[src/rtl/reset_seq_pkg.sv]
// Shared definitions for the reset sequencer: FSM state encoding and counter sizing.
package reset_seq_pkg;

  localparam logic [1:0] WAIT_LOCK = 2'd0;
  localparam logic [1:0] HOLD      = 2'd1;
  localparam logic [1:0] RELEASE   = 2'd2;
  localparam logic [1:0] RUN       = 2'd3;

  // One bit of headroom above the largest terminal count.
  function automatic int ctr_w(input int lock_c, input int reset_c, input int stage_c);
    int m;
    m = lock_c;
    if (reset_c > m) m = reset_c;
    if (stage_c > m) m = stage_c;
    return $clog2(m) + 1;
  endfunction

endpackage

[src/rtl/sync_2ff.sv]
// 1-bit two-flop synchroniser with asynchronous active-high clear.
module sync_2ff (
  input  logic clk,
  input  logic rst,
  input  logic d_i,
  output logic q_o
);

  logic meta_q;
  logic sync_q;

  always_ff @(posedge clk or posedge rst) begin
    if (rst) begin
      meta_q <= 1'b0;
      sync_q <= 1'b0;
    end else begin
      meta_q <= d_i;
      sync_q <= meta_q;
    end
  end

  assign q_o = sync_q;

endmodule

[src/rtl/reset_seq.sv]
// Multi-channel reset sequencer: waits for stable PLL lock, holds, then releases
// active-low channel resets in a staggered order; restarts on lock loss or warm reset.
module reset_seq
  import reset_seq_pkg::*;
#(
  parameter int NUM_CH       = 3,
  parameter int LOCK_CYCLES  = 16,
  parameter int RESET_CYCLES = 200,
  parameter int STAGE_CYCLES = 16
) (
  input  logic              clk,
  input  logic              rst,
  input  logic              pll_lock,
  input  logic              sw_rst_req,
  output logic              sw_rst_ack,
  output logic [NUM_CH-1:0] rst_n_out,
  output logic              ready
);

  localparam int CTR_W = ctr_w(LOCK_CYCLES, RESET_CYCLES, STAGE_CYCLES);
  localparam int IDX_W = $clog2(NUM_CH) + 1;

  localparam logic [CTR_W-1:0]  LOCK_LAST  = CTR_W'(LOCK_CYCLES - 1);
  localparam logic [CTR_W-1:0]  RESET_LAST = CTR_W'(RESET_CYCLES - 1);
  localparam logic [CTR_W-1:0]  STAGE_LAST = CTR_W'(STAGE_CYCLES - 1);
  localparam logic [IDX_W-1:0]  IDX_LAST   = IDX_W'(NUM_CH - 1);
  localparam logic [NUM_CH-1:0] CH0        = NUM_CH'(1);

  logic              lock_s;
  logic [1:0]        state_q, state_d;
  logic [CTR_W-1:0]  ctr_q, ctr_d;
  logic [IDX_W-1:0]  idx_q, idx_d;
  logic [NUM_CH-1:0] rst_n_q, rst_n_d;
  logic              ready_q, ready_d;
  logic              ack_q, ack_d;

  sync_2ff u_lock_sync (
    .clk (clk),
    .rst (rst),
    .d_i (pll_lock),
    .q_o (lock_s)
  );

  always_comb begin
    state_d = state_q;
    ctr_d   = ctr_q;
    idx_d   = idx_q;
    rst_n_d = rst_n_q;
    ready_d = ready_q;
    ack_d   = 1'b0;
    // Lock loss outranks every other transition and drops all channels at once.
    if (state_q != WAIT_LOCK && !lock_s) begin
      state_d = WAIT_LOCK;
      ctr_d   = '0;
      idx_d   = '0;
      rst_n_d = '0;
      ready_d = 1'b0;
    end else begin
      case (state_q)
        WAIT_LOCK: begin
          if (!lock_s) begin
            ctr_d = '0;
          end else if (ctr_q == LOCK_LAST) begin
            state_d = HOLD;
            ctr_d   = '0;
          end else begin
            ctr_d = ctr_q + 1'b1;
          end
        end
        HOLD: begin
          if (ctr_q == RESET_LAST) begin
            ctr_d   = '0;
            idx_d   = IDX_W'(1);
            rst_n_d = CH0;
            if (NUM_CH == 1) begin
              state_d = RUN;
              ready_d = 1'b1;
            end else begin
              state_d = RELEASE;
            end
          end else begin
            ctr_d = ctr_q + 1'b1;
          end
        end
        RELEASE: begin
          if (ctr_q == STAGE_LAST) begin
            ctr_d   = '0;
            idx_d   = idx_q + 1'b1;
            rst_n_d = rst_n_q | (CH0 << idx_q);
            if (idx_q == IDX_LAST) begin
              state_d = RUN;
              ready_d = 1'b1;
            end
          end else begin
            ctr_d = ctr_q + 1'b1;
          end
        end
        RUN: begin
          // Warm reset skips the lock wait since lock is known good here.
          if (sw_rst_req) begin
            state_d = HOLD;
            ctr_d   = '0;
            rst_n_d = '0;
            ready_d = 1'b0;
            ack_d   = 1'b1;
          end
        end
        default: begin
          state_d = WAIT_LOCK;
          ctr_d   = '0;
        end
      endcase
    end
  end

  always_ff @(posedge clk or posedge rst) begin
    if (rst) begin
      state_q <= WAIT_LOCK;
      ctr_q   <= '0;
      idx_q   <= '0;
      rst_n_q <= '0;
      ready_q <= 1'b0;
      ack_q   <= 1'b0;
    end else begin
      state_q <= state_d;
      ctr_q   <= ctr_d;
      idx_q   <= idx_d;
      rst_n_q <= rst_n_d;
      ready_q <= ready_d;
      ack_q   <= ack_d;
    end
  end

  assign rst_n_out  = rst_n_q;
  assign ready      = ready_q;
  assign sw_rst_ack = ack_q;

endmodule

[config.mk]
export PLATFORM = sky130hd
export DESIGN_NAME = reset_seq
export DESIGN_NICKNAME = d
export VERILOG_FILES = /design/src/rtl/reset_seq_pkg.sv /design/src/rtl/sync_2ff.sv /design/src/rtl/reset_seq.sv
export SDC_FILE = /design/constraint.sdc
export NUM_CORES = 1
export LEC_CHECK = 0
export ABC_AREA = 1
export ABC_CLOCK_PERIOD_IN_PS = 4800
export CAP_MARGIN = 10
export CORE_ASPECT_RATIO = 0.75
export CORE_UTILIZATION = 48
export CTS_CLUSTER_SIZE = 20
export DETAILED_ROUTE_END_ITERATION = 12
export DONT_BUFFER_PORTS = 1
export HOLD_SLACK_MARGIN = 0.06
export PLACE_DENSITY = 0.74
export SYNTH_ARGS = -nofsm -noshare
export SYNTH_HDL_FRONTEND = slang
export SYNTH_HIERARCHICAL = 1
export SYNTH_SLANG_ARGS = --single-unit
export TNS_END_PERCENT = 50
[constraint.sdc]
create_clock -name clk -period 4.8 [get_ports clk]
set_clock_uncertainty 0.2 [all_clocks]
set_input_delay 1.44 -clock clk [delete_from_list [all_inputs] [get_ports clk]]
set_output_delay 1.44 -clock clk [all_outputs]
set_load 0.05 [all_outputs]
After elaboration in Yosys (flattened, before gate mapping)
Index checks and enable logic that the tools add are counted.
- flip-flop bits (word level): 21
- add/sub/neg operators: 2
- eq/ne operators: 12
- shifts and indexed selects: 1
- muxes and demuxes: 30
- bitwise gates (word level): 1
- reduce and logical (&&, ||, !) cells: 11
- operators with widths (operator ; number):
    9-bit two-way mux ; 5
    9-bit one-hot mux with 4 select lines ; 1
    3-bit two-way mux ; 6
    3-bit inequality test (second input constant) ; 5
    2-bit two-way mux ; 7
    9-bit by 1-bit adder with 9-bit output (second input constant) ; 1
    9-bit by 4-bit == test with 1-bit output (second input constant) ; 1
    9-bit by 8-bit == test with 1-bit output (second input constant) ; 1
    3-bit one-hot mux with 3 select lines ; 1
    2-bit one-hot mux with 4 select lines ; 1
    4-bit AND reduction ; 2
    1-bit two-way mux ; 7
    3-bit one-hot mux with 2 select lines ; 1
    6-bit AND reduction ; 1
    3-bit nonzero test ; 2
    2-bit == test (second input constant) ; 2
    4-bit nonzero test ; 1
    3-bit by 1-bit adder with 3-bit output (second input constant) ; 1
    3-bit by 2-bit == test with 1-bit output (second input constant) ; 1
    3-bit by 2-bit inequality test with 1-bit output (second input constant) ; 1
    3-bit bitwise OR ; 1
    3-bit AND reduction ; 1
    1-bit by 3-bit << shifter with 3-bit output (first input constant) ; 1
    2-bit by 1-bit == test with 1-bit output (second input constant) ; 1
    5 further kinds ; 5

Depth between registers and ports, before layout
- depth in word-level cells: 5
- gate-level depth with buffers: 11
- depth with buffers taken out: 11

By module
The synthesis kept the hierarchy.
- modules (own cells, without submodules) (module ; instances ; cells each ; area each (sq um) ; sequential area each (sq um)):
    reset_seq ; 1 ; 169 ; 1243.7 ; 475.5
    sync_2ff ; 1 ; 3 ; 53.8 ; 50.0

Worst setup path after synthesis
Ideal clock, no wire load.
- path kind: in2reg
- start point: input sw_rst_req
- end point: register rst_n_q[0] (netlist: rst_n_out[0])
- setup time: 119 ps
- data arrival time: 2110 ps
- data required time: 4481 ps
- path slack: 2371 ps
- cell stages on the path: 8
- buffers on the path: 0
- path through: inv_1 -> nand3_4 -> inv_4 -> or2_1 -> clkinv_2 -> nand2_2 -> nand2_1 -> nand2_1
- longest elaborated chain between the ends: 2
- RTL lines (element ; RTL line ; RTL):
    start: declaration ; reset_seq.sv:14 ; input logic sw_rst_req,
    3-bit inequality test (no source line) ; -- ;
    4-bit AND reduction (no source line) ; -- ;
    end signal: assignment ; reset_seq.sv:128 ; rst_n_q <= rst_n_d;
    end: declaration ; reset_seq.sv:33 ; logic [NUM_CH-1:0] rst_n_q, rst_n_d;
No other way between the ends.
A chain may end at the register's enable or synchronous reset.

Final worst setup path
- start point: register rst_n_q[2] (netlist: rst_n_out[2])
- end point: output rst_n_out[2]
- RTL lines (element ; RTL line ; RTL):
    end: declaration ; reset_seq.sv:16 ; output logic [NUM_CH-1:0] rst_n_out,
No word-level cell between the ends.

==> metrics.csv <==
stage,metric,value,unit
finish,area grow syn2layout,5.304,%
yosys,Seq cells post-synth,21,
finish,n_diodes,0,
finish,"most common cell after layout, fill and taps aside",nand2_1,
yosys,"Cell Area, Synth",1297,µm²
yosys,Post-Synth XOR/XNOR Area,2.700,%
critical_path,reg2reg setup slack,2610,ps
yosys,Synth Warn #,6,
finish,layout cells sized above 1,6.250,%
placement,hpwl dp,2.011,mm
power_and_ir_drop,Cell Pwr Density,527.2,nW/µm²
sta,Worst-Margin Slew,705.7,ps
clock_tree,post-CTS setup buffers,0,
clock_tree,clk sinks,21,
global_routing,GRT overflow,0,
global_routing,vias in the first global route,886,
critical_path,Worst Setup End Kind,output pin,
critical_path,reg2reg end,ctr_q[7],
sta,max-slew violation count,0,
placement,GPL Wtd Cong,0.9080,
yosys,largest cells by area after synthesis,"dfrtp_1 (41%), nand2_1 (12%), ha_1 (9.6%), inv_1 (6.9%), nor2_1 (6.4%)",
floorplan,Die Wd,62.04,µm
floorplan,die footprint,2917,µm²
power_and_ir_drop,Peak VDD IR,0.0002506,V
power_and_ir_drop,leakage power,0.6903,nW
sta,Final setup viols,0,
routing,drt wl/cell,12.01,µm
yosys,complex-gate fraction of the synthesized area,9.161,%
finish,fin util,56.43,%
yosys,Simple-Gate Fraction of Synth Area,29.70,%
critical_path,critical path type,register to output pin,
yosys,Post-Synthesis Cells,172,
yosys,sequential area share after synthesis,40.50,%
yosys,post-synthesis adder-cell area fraction,9.643,%
critical_path,crit path DAT,990,ps
finish,Nets,191,
yosys,syn nets,186,
sta,RSZ-0062 raised after global routing,false,
finish,# fillers,236,
critical_path,worst r2r src,state_q[0],
sta,Final min period,2629,ps
routing,DRT antenna net count,0,
sta,setup_tns,0,ps
routing,detailed-route via count,1049,
clock_tree,deepest level of the CTS H-tree,1,
yosys,largest family of logic cells by synthesized area,simple AND/OR/NAND/NOR gates,
yosys,post-synthesis mux area share,0,%
critical_path,CP Capture Point,rst_n_out[2],
floorplan,core area,2421,µm²
hold_path,Hold Path Class,register to register,
clock_tree,CTS Hold Bufs,0,
critical_path,crit path launch type,register,
routing,DRT Wirelength,2.523,mm
floorplan,Rows,15,
routing,drt pass-1 iters,4,
hold_path,hold wc startpoint,u_lock_sync/meta_q,
floorplan,initial core utilization,53.59,%
clock_tree,Worst-path clk slew,110,ps
job,Max Cap Viol,0,
sta,Final Cycle Share,54.77,%
placement,# port buffers,0,
sta,Max Clock Freq,0.3804,GHz
critical_path,crit path from,rst_n_out[2],
sta,Hold Fails Final Rpt,0,
sta,relative slew slack,52.90,%
clock_tree,TritonCTS clock tree,done,
routing,initial drt markers,69,
floorplan,Die Ht,47.03,µm
critical_path,FF-to-FF path depth,8,
critical_path,Critical Path Stages,0,
global_routing,pin count of the biggest net entering global routing,20,
yosys,Synth cell types,22,
floorplan,I/O pin count,9,
critical_path,CP required,3160,ps
clock_tree,CTS resizes,0,
routing,DR vias/cell,4.995,
yosys,top cell type's share of synthesized area,40.50,%
yosys,post-synthesis average cell area,7.544,µm²
finish,"commonest cells after routing, fill and taps aside","nand2_1 (42), inv_1 (24), nor2_1 (22)",
global_routing,initial antenna violation count,0,
run_status,outcome,finished clean,
sta,WHS,166.6,ps
global_routing,global-route wire length before repair,4.077,mm
clock_tree,clock tree buffer depth,2,
clock_tree,Clock Tree Root,clkbuf_4,
clock_tree,"Clk Latency, worst-skew pair",310,ps
yosys,Yosys top cell by area,dfrtp_1,
critical_path,CP max FO,3,
global_routing,Tot GR Track Use,20.26,%
clock_tree,cts bufs inserted,3,
routing,DRC viols,0,
-- synthesized netlist by cell type (all sizes together) --
library cell   n
a211oi         1
a21boi         1
a21oi          8
clkinv         1
dfrtp         21
ha            10
inv           26
nand2         43
nand3         15
nor2          25
nor3           3
nor4           1
o21ai         10
o21bai         1
o22ai          1
or2            1
xor2           4
-- stage by stage --
stage	area, µm²	std cells	power [mW]	worst slack, ps
after detailed placement	1340	206	0.6370	2263
after floorplan	1297	172	0.5662	2371
after global routing	1366	210	0.7895	2133
final	1366	210	0.7203	2171
after CTS	1366	210	0.7236	2161
after global placement	1340	206	0.6246	2301
-- layer usage --
metal | routed length (µm) | global-route usage, % | vias up
met5 | 0 | 0 | -
met4 | 21 | 4.444 | 0
met3 | 103 | 5.785 | 4
met2 | 1067 | 27.45 | 25
met1 | 1331 | 31.51 | 469
li1 | - | - | 551
-- area by class of cell --
type                       count  area, µm²  share of cell area, %
multi-input combinational    124      664.4                  48.63
sequential                    21      525.5                  38.46
inverter                      27      107.6                  7.875
tap                           34      42.54                  3.114
clock buffer                   4      26.28                  1.923
-- power breakdown --
group          total, mW  internal (mW)  switching (mW)
logic              0.325          0.112           0.213
registers          0.310          0.219          0.0911
clock network     0.0856         0.0325          0.0532
total              0.720          0.363           0.357
-- worst reg2reg max path, cell delays in order, from the launching register on --
cell,delay [ps]
dfrtp_1,430
inv_1,100
ha_1,260
nor2_4,260
inv_4,80
nand3_4,130
inv_4,60
a21oi_1,420
nor2_1,120
-- registers in the layout, summed over array words and instances, names as in the netlist --
register,flops
ctr_q,9
idx_q,3
rst_n_out,3
state_q,2
ready,1
sw_rst_ack,1
u_lock_sync/meta_q,1
u_lock_sync/q_o,1
-- worst min path at each step --
stage / endpoint / slack (ps) / cells past startpoint
after global placement: u_lock_sync/q_o / 140 / 0
after global routing: u_lock_sync/q_o / 170 / 0
after CTS: u_lock_sync/q_o / 170 / 0
after floorplan: u_lock_sync/q_o / 130 / 0
after detailed placement: u_lock_sync/q_o / 150 / 0
final: u_lock_sync/q_o / 170 / 0
-- cell families after synthesis --
kind of cell               count (synthesis)
AOI/OAI and AO/OA                         22
xor gates and xnor gates                   4
buffers and inverters                     27
DFF                                       21
adders and majority gates                 10
and+or+nand+nor                           88
No activity file was read; power rests on OpenSTA's default activity.
